**src/rtl/ecc_pkg.sv**
```systemverilog
// Shared definitions for the X25519 scalar-multiplication blocks:
// ladder sequencer state encoding and curve-size constants.
package ecc_pkg;

  localparam int NBITS_X25519 = 255;
  localparam int WID_X25519   = 256;

  typedef enum logic [2:0] {
    IDLE   = 3'd0,
    SWAP   = 3'd1,
    SWWAIT = 3'd2,
    STEP   = 3'd3,
    STWAIT = 3'd4,
    FSWAP  = 3'd5,
    FWAIT  = 3'd6,
    DONE   = 3'd7
  } ladder_state_t;

endpackage

```
**src/rtl/x25519_clamp.sv**
```systemverilog
// RFC 7748 scalar clamping: clear bits 2:0 and the top bit, set the next-to-top bit.
module x25519_clamp #(
  parameter int WID = 256
) (
  input  logic [WID-1:0] k_in,
  output logic [WID-1:0] k_out
);

  localparam logic [WID-1:0] CLR_MASK = ~((WID'(1) << (WID-1)) | WID'(7));
  localparam logic [WID-1:0] SET_MASK = WID'(1) << (WID-2);

  assign k_out = (k_in & CLR_MASK) | SET_MASK;

endmodule

```
**src/rtl/ladder_ctrl.sv**
```systemverilog
// Montgomery-ladder sequencer: per scalar bit, one conditional swap then one
// ladder step, followed by a final swap. All outputs are registered.
module ladder_ctrl
  import ecc_pkg::*;
#(
  parameter int WID   = WID_X25519,
  parameter int NBITS = NBITS_X25519,
  parameter int CNTW  = 8,
  parameter int CLAMP = 1
) (
  input  logic            clk,
  input  logic            rst,
  input  logic            start,
  input  logic [WID-1:0]  scalar,
  output logic            busy,
  output logic            done,
  output logic [CNTW-1:0] bit_idx,
  output logic            sw_en,
  output logic            sw_swap,
  input  logic            sw_vld,
  output logic            step_start,
  input  logic            step_done
);

  localparam logic [CNTW-1:0] IDX_TOP = CNTW'(NBITS-1);

  ladder_state_t   state;
  logic [WID-1:0]  k_in;
  logic [WID-1:0]  k_reg;
  logic            prev;
  logic            cur_bit;
  logic [CNTW-1:0] idx_dn;

  if (CLAMP != 0) begin : g_clamp
    x25519_clamp #(.WID(WID)) u_clamp (
      .k_in  (scalar),
      .k_out (k_in)
    );
  end else begin : g_noclamp
    assign k_in = scalar;
  end

  assign cur_bit = k_reg[bit_idx];
  assign idx_dn  = bit_idx - 1'b1;

  // Each state name marks the cycle in which its pulse is visible, so the
  // pulse registers are loaded on the transition into that state.
  always_ff @(posedge clk) begin
    if (!rst) begin
      state      <= IDLE;
      busy       <= 1'b0;
      done       <= 1'b0;
      sw_en      <= 1'b0;
      sw_swap    <= 1'b0;
      step_start <= 1'b0;
      bit_idx    <= IDX_TOP;
      k_reg      <= '0;
      prev       <= 1'b0;
    end else begin
      sw_en      <= 1'b0;
      step_start <= 1'b0;
      done       <= 1'b0;
      case (state)
        IDLE: begin
          if (start) begin
            k_reg   <= k_in;
            bit_idx <= IDX_TOP;
            prev    <= 1'b0;
            busy    <= 1'b1;
            sw_en   <= 1'b1;
            sw_swap <= k_in[NBITS-1];
            state   <= SWAP;
          end
        end
        SWAP: state <= SWWAIT;
        SWWAIT: begin
          if (sw_vld) begin
            step_start <= 1'b1;
            state      <= STEP;
          end
        end
        STEP: state <= STWAIT;
        STWAIT: begin
          if (step_done) begin
            prev  <= cur_bit;
            sw_en <= 1'b1;
            if (bit_idx == '0) begin
              sw_swap <= cur_bit;
              state   <= FSWAP;
            end else begin
              bit_idx <= idx_dn;
              sw_swap <= k_reg[idx_dn] ^ cur_bit;
              state   <= SWAP;
            end
          end
        end
        FSWAP: state <= FWAIT;
        FWAIT: begin
          if (sw_vld) begin
            busy  <= 1'b0;
            done  <= 1'b1;
            state <= DONE;
          end
        end
        DONE: state <= IDLE;
        default: state <= IDLE;
      endcase
    end
  end

endmodule

```
**config.mk**
```make
export PLATFORM = sky130hd
export DESIGN_NAME = ladder_ctrl
export DESIGN_NICKNAME = d
export VERILOG_FILES = /design/src/rtl/ecc_pkg.sv /design/src/rtl/x25519_clamp.sv /design/src/rtl/ladder_ctrl.sv
export SDC_FILE = /design/constraint.sdc
export NUM_CORES = 1
export LEC_CHECK = 0
export CORE_UTILIZATION = 45
export DETAILED_ROUTE_END_ITERATION = 10
export DONT_BUFFER_PORTS = 1
export GPL_TIMING_DRIVEN = 0
export SLEW_MARGIN = 20
export SYNTH_ARGS = -nofsm -noshare
export SYNTH_HDL_FRONTEND = slang
export SYNTH_SLANG_ARGS = --single-unit
```
**constraint.sdc**
```tcl
create_clock -name clk -period 6.5 [get_ports clk]
set_input_delay 0.325 -clock clk [delete_from_list [all_inputs] [get_ports clk]]
set_output_delay 0.325 -clock clk [all_outputs]
set_load 0.05 [all_outputs]
```
Yosys cells after proc, flatten, opt, wreduce, memory -nomap -nowiden

Index checks and enable logic that the tools add are counted.

Multiplexer cells: 24
Add/subtract/negate cells: 1
Reductions and logical operators: 11
Equality and inequality tests: 12
Magnitude comparators: 2
Bitwise operators: 1

Operator list:

| operator              | count |
|---|---|
| $mux W8               | 3 |
| $pmux W3 S8           | 1 |
| $lt A8 B9 Y1 const B  | 2 |
| $bmux W1 S8           | 2 |
| $pmux W8 S2           | 1 |
| $mux W3               | 5 |
| $eq A3 B3 Y1 const B  | 4 |
| $ne A2 B2 Y1 const B  | 5 |
| $mux W1               | 9 |
| $logic_not A8 Y1      | 1 |
| $reduce_and A4 Y1     | 2 |
| $sub A8 B1 Y8 const B | 1 |
| $eq A3 B2 Y1 const B  | 2 |
| $pmux W1 S2           | 3 |
| $reduce_and A2 Y1     | 3 |
| $reduce_and A3 Y1     | 2 |
| $reduce_bool A2 Y1    | 2 |
| $eq A3 B1 Y1 const B  | 1 |
| $logic_not A3 Y1      | 1 |
| $xor A1 B1 Y1         | 1 |

Bits in registers: 268
Logic and storage cells: 59
Input port bits: 261

Longest topological paths before layout

Word-level depth: 7
Depth in mapped cells: 15
Gate-level depth less buffers: 10

Hierarchy

From an unflattened synthesis, not the netlist that was laid out.

Cells, all modules: 1860
Area, all modules: 16482.1 sq um

By module, submodules not included:

| module       | times used | area an instance (sq um) | cells each | sequential area each (sq um) |
|---|---|---|---|---|
| ladder_ctrl  | 1          | 14552.7                  | 1602       | 5445.2 |
| x25519_clamp | 1          | 1929.4                   | 258        | 0.0 |

Worst setup path after synthesis

OpenSTA, ideal clock, no wires.

Kind: register to register
Start point: register bit_idx[0]
End point: register sw_swap
Path buffers: 5
Data required time: 6426 ps
Setup slack: 2481 ps
Library setup time: 74 ps
Data arrival time: 3945 ps
Stages on the path, launching flop included: 14
Cell sequence: dfxtp_1 > buf_2 > buf_6 > buf_6 > clkinv_1 > ha_1 > buf_2 > clkbuf_1 > mux4_2 > a2111oi_0 > nor3_1 > o311a_1 > a211o_1 > a31oi_1

Word-level cells in the longest chain between the ends: 7

Ends and longest elaborated chain:

| what                          | line              | RTL |
|---|---|---|
| start, declared               | ladder_ctrl.sv:17 | `output logic [CNTW-1:0] bit_idx,` |
| start signal, assigned        | ladder_ctrl.sv:91 | `bit_idx <= idx_dn;` |
| $sub A8 B1 Y8                 | ladder_ctrl.sv:44 | `assign idx_dn = bit_idx - 1'b1;` |
| $bmux W1 S8                   | ladder_ctrl.sv:92 | `sw_swap <= k_reg[idx_dn] ^ cur_bit;` |
| $mux W1 (implied by the code) | ladder_ctrl.sv:92 |  |
| $xor A1 B1 Y1                 | ladder_ctrl.sv:92 |  |
| $mux W1 *                     | ladder_ctrl.sv:87 | `if (bit_idx == '0) begin` |
| $mux W1 *                     | ladder_ctrl.sv:84 | `if (step_done) begin` |
| $pmux W1 S2 *                 | ladder_ctrl.sv:63 | `case (state)` |
| end signal, assigned          | ladder_ctrl.sv:71 | `sw_swap <= k_in[NBITS-1];` |
| end signal, assigned          | ladder_ctrl.sv:88 | `sw_swap <= cur_bit;` |
| end signal, assigned          | ladder_ctrl.sv:92 |  |
| end, declared                 | ladder_ctrl.sv:19 | `output logic sw_swap,` |

Mark *: on every way between the ends. The rest lies on a longest branch, timed or not. The select of a mux whose other input is x is not followed.
A chain may end at the register's enable or synchronous reset.

Worst setup path in the final report

Same ends and word-level chain as after synthesis.

==> flow_summary.toml <==
[critical_path]
cp.required_ns = 6.98
arrival_ns = 6.32
crit_path_start_kind = "flip-flop"
end_kind = "flip-flop"
crit_type = "reg2reg"
cp_max_fo = 10

[sta]
timing.hold.ws_ns = -0.000378
finalHoldViolCount = 1
skew_ns = 0.0222
rsz0062_at_grt = "false"
fin_tns_setup_ns = 0
fin_ws_ns = 0.656
finalMaxSlewViolations = 0
post-route-min-period_ns = 5.84
post-route-period-util_pct = 89.9
setup_viol = 0
worst_pin_slew_ns = 1.00
max-slew-margin-rel_pct = 33.1
max_freq_ghz = 0.171

[pwr]
pwr-share-clk_pct = 38.3
p_total_w = 0.00458
p_leak_nw = 6.69
internal_power_w = 0.00326
seqPwrFrac_pct = 43.0
swShare_pct = 28.8
combinationalPowerShare_pct = 18.7
power_density_nw_per_um2 = 248
switchingPower_w = 0.00132
peakVddDrop_mv = 0.220

[logic_synthesis]
synth_compound_area_share_pct = 17.9
synth.mux.area_fraction_pct = 22.0
syn_inst = 1567
yosysWarnings = 0
netlist_top_cells_area = "dfxtp_1 (37%), nand2_1 (14%), mux4_2 (14%)"
yosysUniqueCellTypes = 65
ys_seq_elements = 268
synth_top_area_share_pct = 37.1
syn_area_um2 = 14500
synthSimpleGateAreaFrac_pct = 17.4
synth_top_family_by_area = "multiplexers"
ys_seq_area_share_pct = 37.1
synthXorXnorAreaFrac_pct = 0.907
synthArstFlopShare_pct = 0
postSynthAreaPerCell_um2 = 9.24
yosysTopAreaCell = "dfxtp_1"
synth-edff-count = 0
yosys.area_share.adder_pct = 0.0864
synth.net_count = 1829
synth_flop_cell = "dfxtp_1"

[worst_hold_path]
holdCritPathClass = "in2reg"

[floorplanning]
core_um2 = 31600
io_pins = 274
die_w_um = 181
die_y_um = 181
rows = 65
start_util_pct = 45.8
die_area_um2 = 32900

[final_layout]
final_cell_mix = "nand2_1 (534), dfxtp_1 (268), a21boi_0 (252)"
drive_above_1_share_pct = 9.75
final_nets = 2108
diodes = 0
largest_reg_flops = 252
layout_commonest_cell = "nand2_1"
nFillCells = 2686
syn2layout_area_growth_pct = 27.6

[status]
violations = "hold timing"
status = "finished with violations"

[detailed_routing]
postRouteWirelength_um = 51100
drc = 0
postRouteAntennaNets = 0
routed-via-count = 13200
routedWlPerCell_um = 22.5
dr.pass1.iters = 6
first_iter_violations = 1077
vias_per_cell = 5.84

[place]
dp_slack_ns = 0.799
dp_hpwl_um = 35400
gp_congestion = 0.940
io_buffers = 0

[cts]
cts_sinks = 268
path_clk_slew_ns = 0.07
cts_inserted_buffers = 29
cts_tree = "yes"
ctsRootBufferMaster = "clkbuf_16"
htreeDepth = 1
clk_latency_ns = 0.56
clk_path_buf_depth = 3

[global_route]
antenna_found_initial = 0
grt_overflow = 0
grt_start_max_net_pins = 14
grt_use_total_pct = 30.6
grt_pass1_vias = 13300
grt_pass1_wl_um = 76600

[run]
drv_cap = 0
-- cells by family after synthesis --
| kind of cell | count (synthesis) |
|---|---|
| buffers and inverters | 142 |
| multiplexers | 173 |
| AND/OR/NAND/NOR | 628 |
| flip-flops | 268 |
| AO/OA/AOI/OAI | 343 |
| adder cells (fa/ha/maj) | 1 |
| XOR/XNOR | 12 |
-- routing by layer --
metal | routed length, um | up-vias | GRT usage, % | share of wire (%)
li1 | - | 6112 | - | -
met4 | 2210 | 0 | 12.2 | 4.3
met2 | 23800 | 624 | 51.1 | 47
met5 | 0 | - | 0 | 0
met3 | 3740 | 137 | 5.13 | 7.3
met1 | 21400 | 6372 | 39.4 | 42
-- cell type report --
cell class              instances  area, um2  area share (%)
plain buffers                 136        669            3.62
clock buffers                  44        892            4.83
clock inverters                 8        120           0.650
inverters                       6       22.5           0.122
multi-input cells            1157       8420            45.6
flip-flops and latches        268       5370            29.0
well taps                     402        503            2.72
repair buffers                248       2480            13.4
-- path summary, 6_finish.rpt --
check	from	endpoint	slack, ns	cells after the start
hold reg to reg	k_reg[93]	k_reg[93]	0.48	2
setup / recovery	bit_idx[0]	sw_swap	0.66	15
setup reg to reg	bit_idx[0]	sw_swap	0.66	15
hold / removal	scalar[85]	k_reg[85]	-0.0004	2
-- repair_timing --
item,in CTS,in global routing
resized for setup,0,0
hold buffers,248,0
endpoints found under the hold margin,248,0
setup buffers,0,0
setup endpoints to repair,0,0
-- Yosys cell counts (5+ instances only) --
master	n
mux2i_1	60
buf_4	6
clkbuf_1	100
a21oi_1	8
buf_2	14
nor3_1	10
nand2_1	534
a21boi_0	252
mux4_1	21
and3_1	5
buf_6	10
nand4_1	10
a221oi_1	5
nor2_1	19
dfxtp_1	268
nand3_1	21
nor2b_1	9
and2_1	10
mux4_2	88
o21ai_0	10
xnor2_1	8
a22oi_1	23
-- through the flow --
step / util (%) / instances / hold slack (ns) / instance area (um2)
after floorplan: - / 1567 / 0.447 / 14500
after global placement: 47.4 / 1969 / 0.465 / 15000
after detailed placement: 47.4 / 1969 / 0.469 / 15000
after CTS: 58.4 / 2269 / 0.00252 / 18500
after global routing: 58.4 / 2269 / 0.00743 / 18500
final: 58.4 / 2269 / -0.000378 / 18500
-- power groups by stage --
stage | logic [W] | clock network (W) | registers, W
finish | 0.000855 | 0.00175 | 0.00197
global route | 0.000941 | 0.00184 | 0.00199
CTS | 0.000839 | 0.00176 | 0.00196
detailed placement | 0.000716 | 0 | 0.00200
global placement | 0.000702 | 0 | 0.00199
floorplan | 0.000535 | 0 | 0.00194
-- critical path, cell delays in order, from the launching register on --
cell	delay, ns
dfxtp_1	0.74
buf_2	0.55
buf_6	0.30
buf_6	0.26
clkinv_1	0.33
ha_1	0.50
buf_2	0.42
clkbuf_1	0.76
buf_2	0.42
nand3_1	0.12
o2111a_1	0.15
nor4_1	0.41
a2111oi_2	0.06
a311oi_1	0.41
o211ai_1	0.14
a31oi_1	0.16
Note: power is estimated with default switching activity, not from simulation.
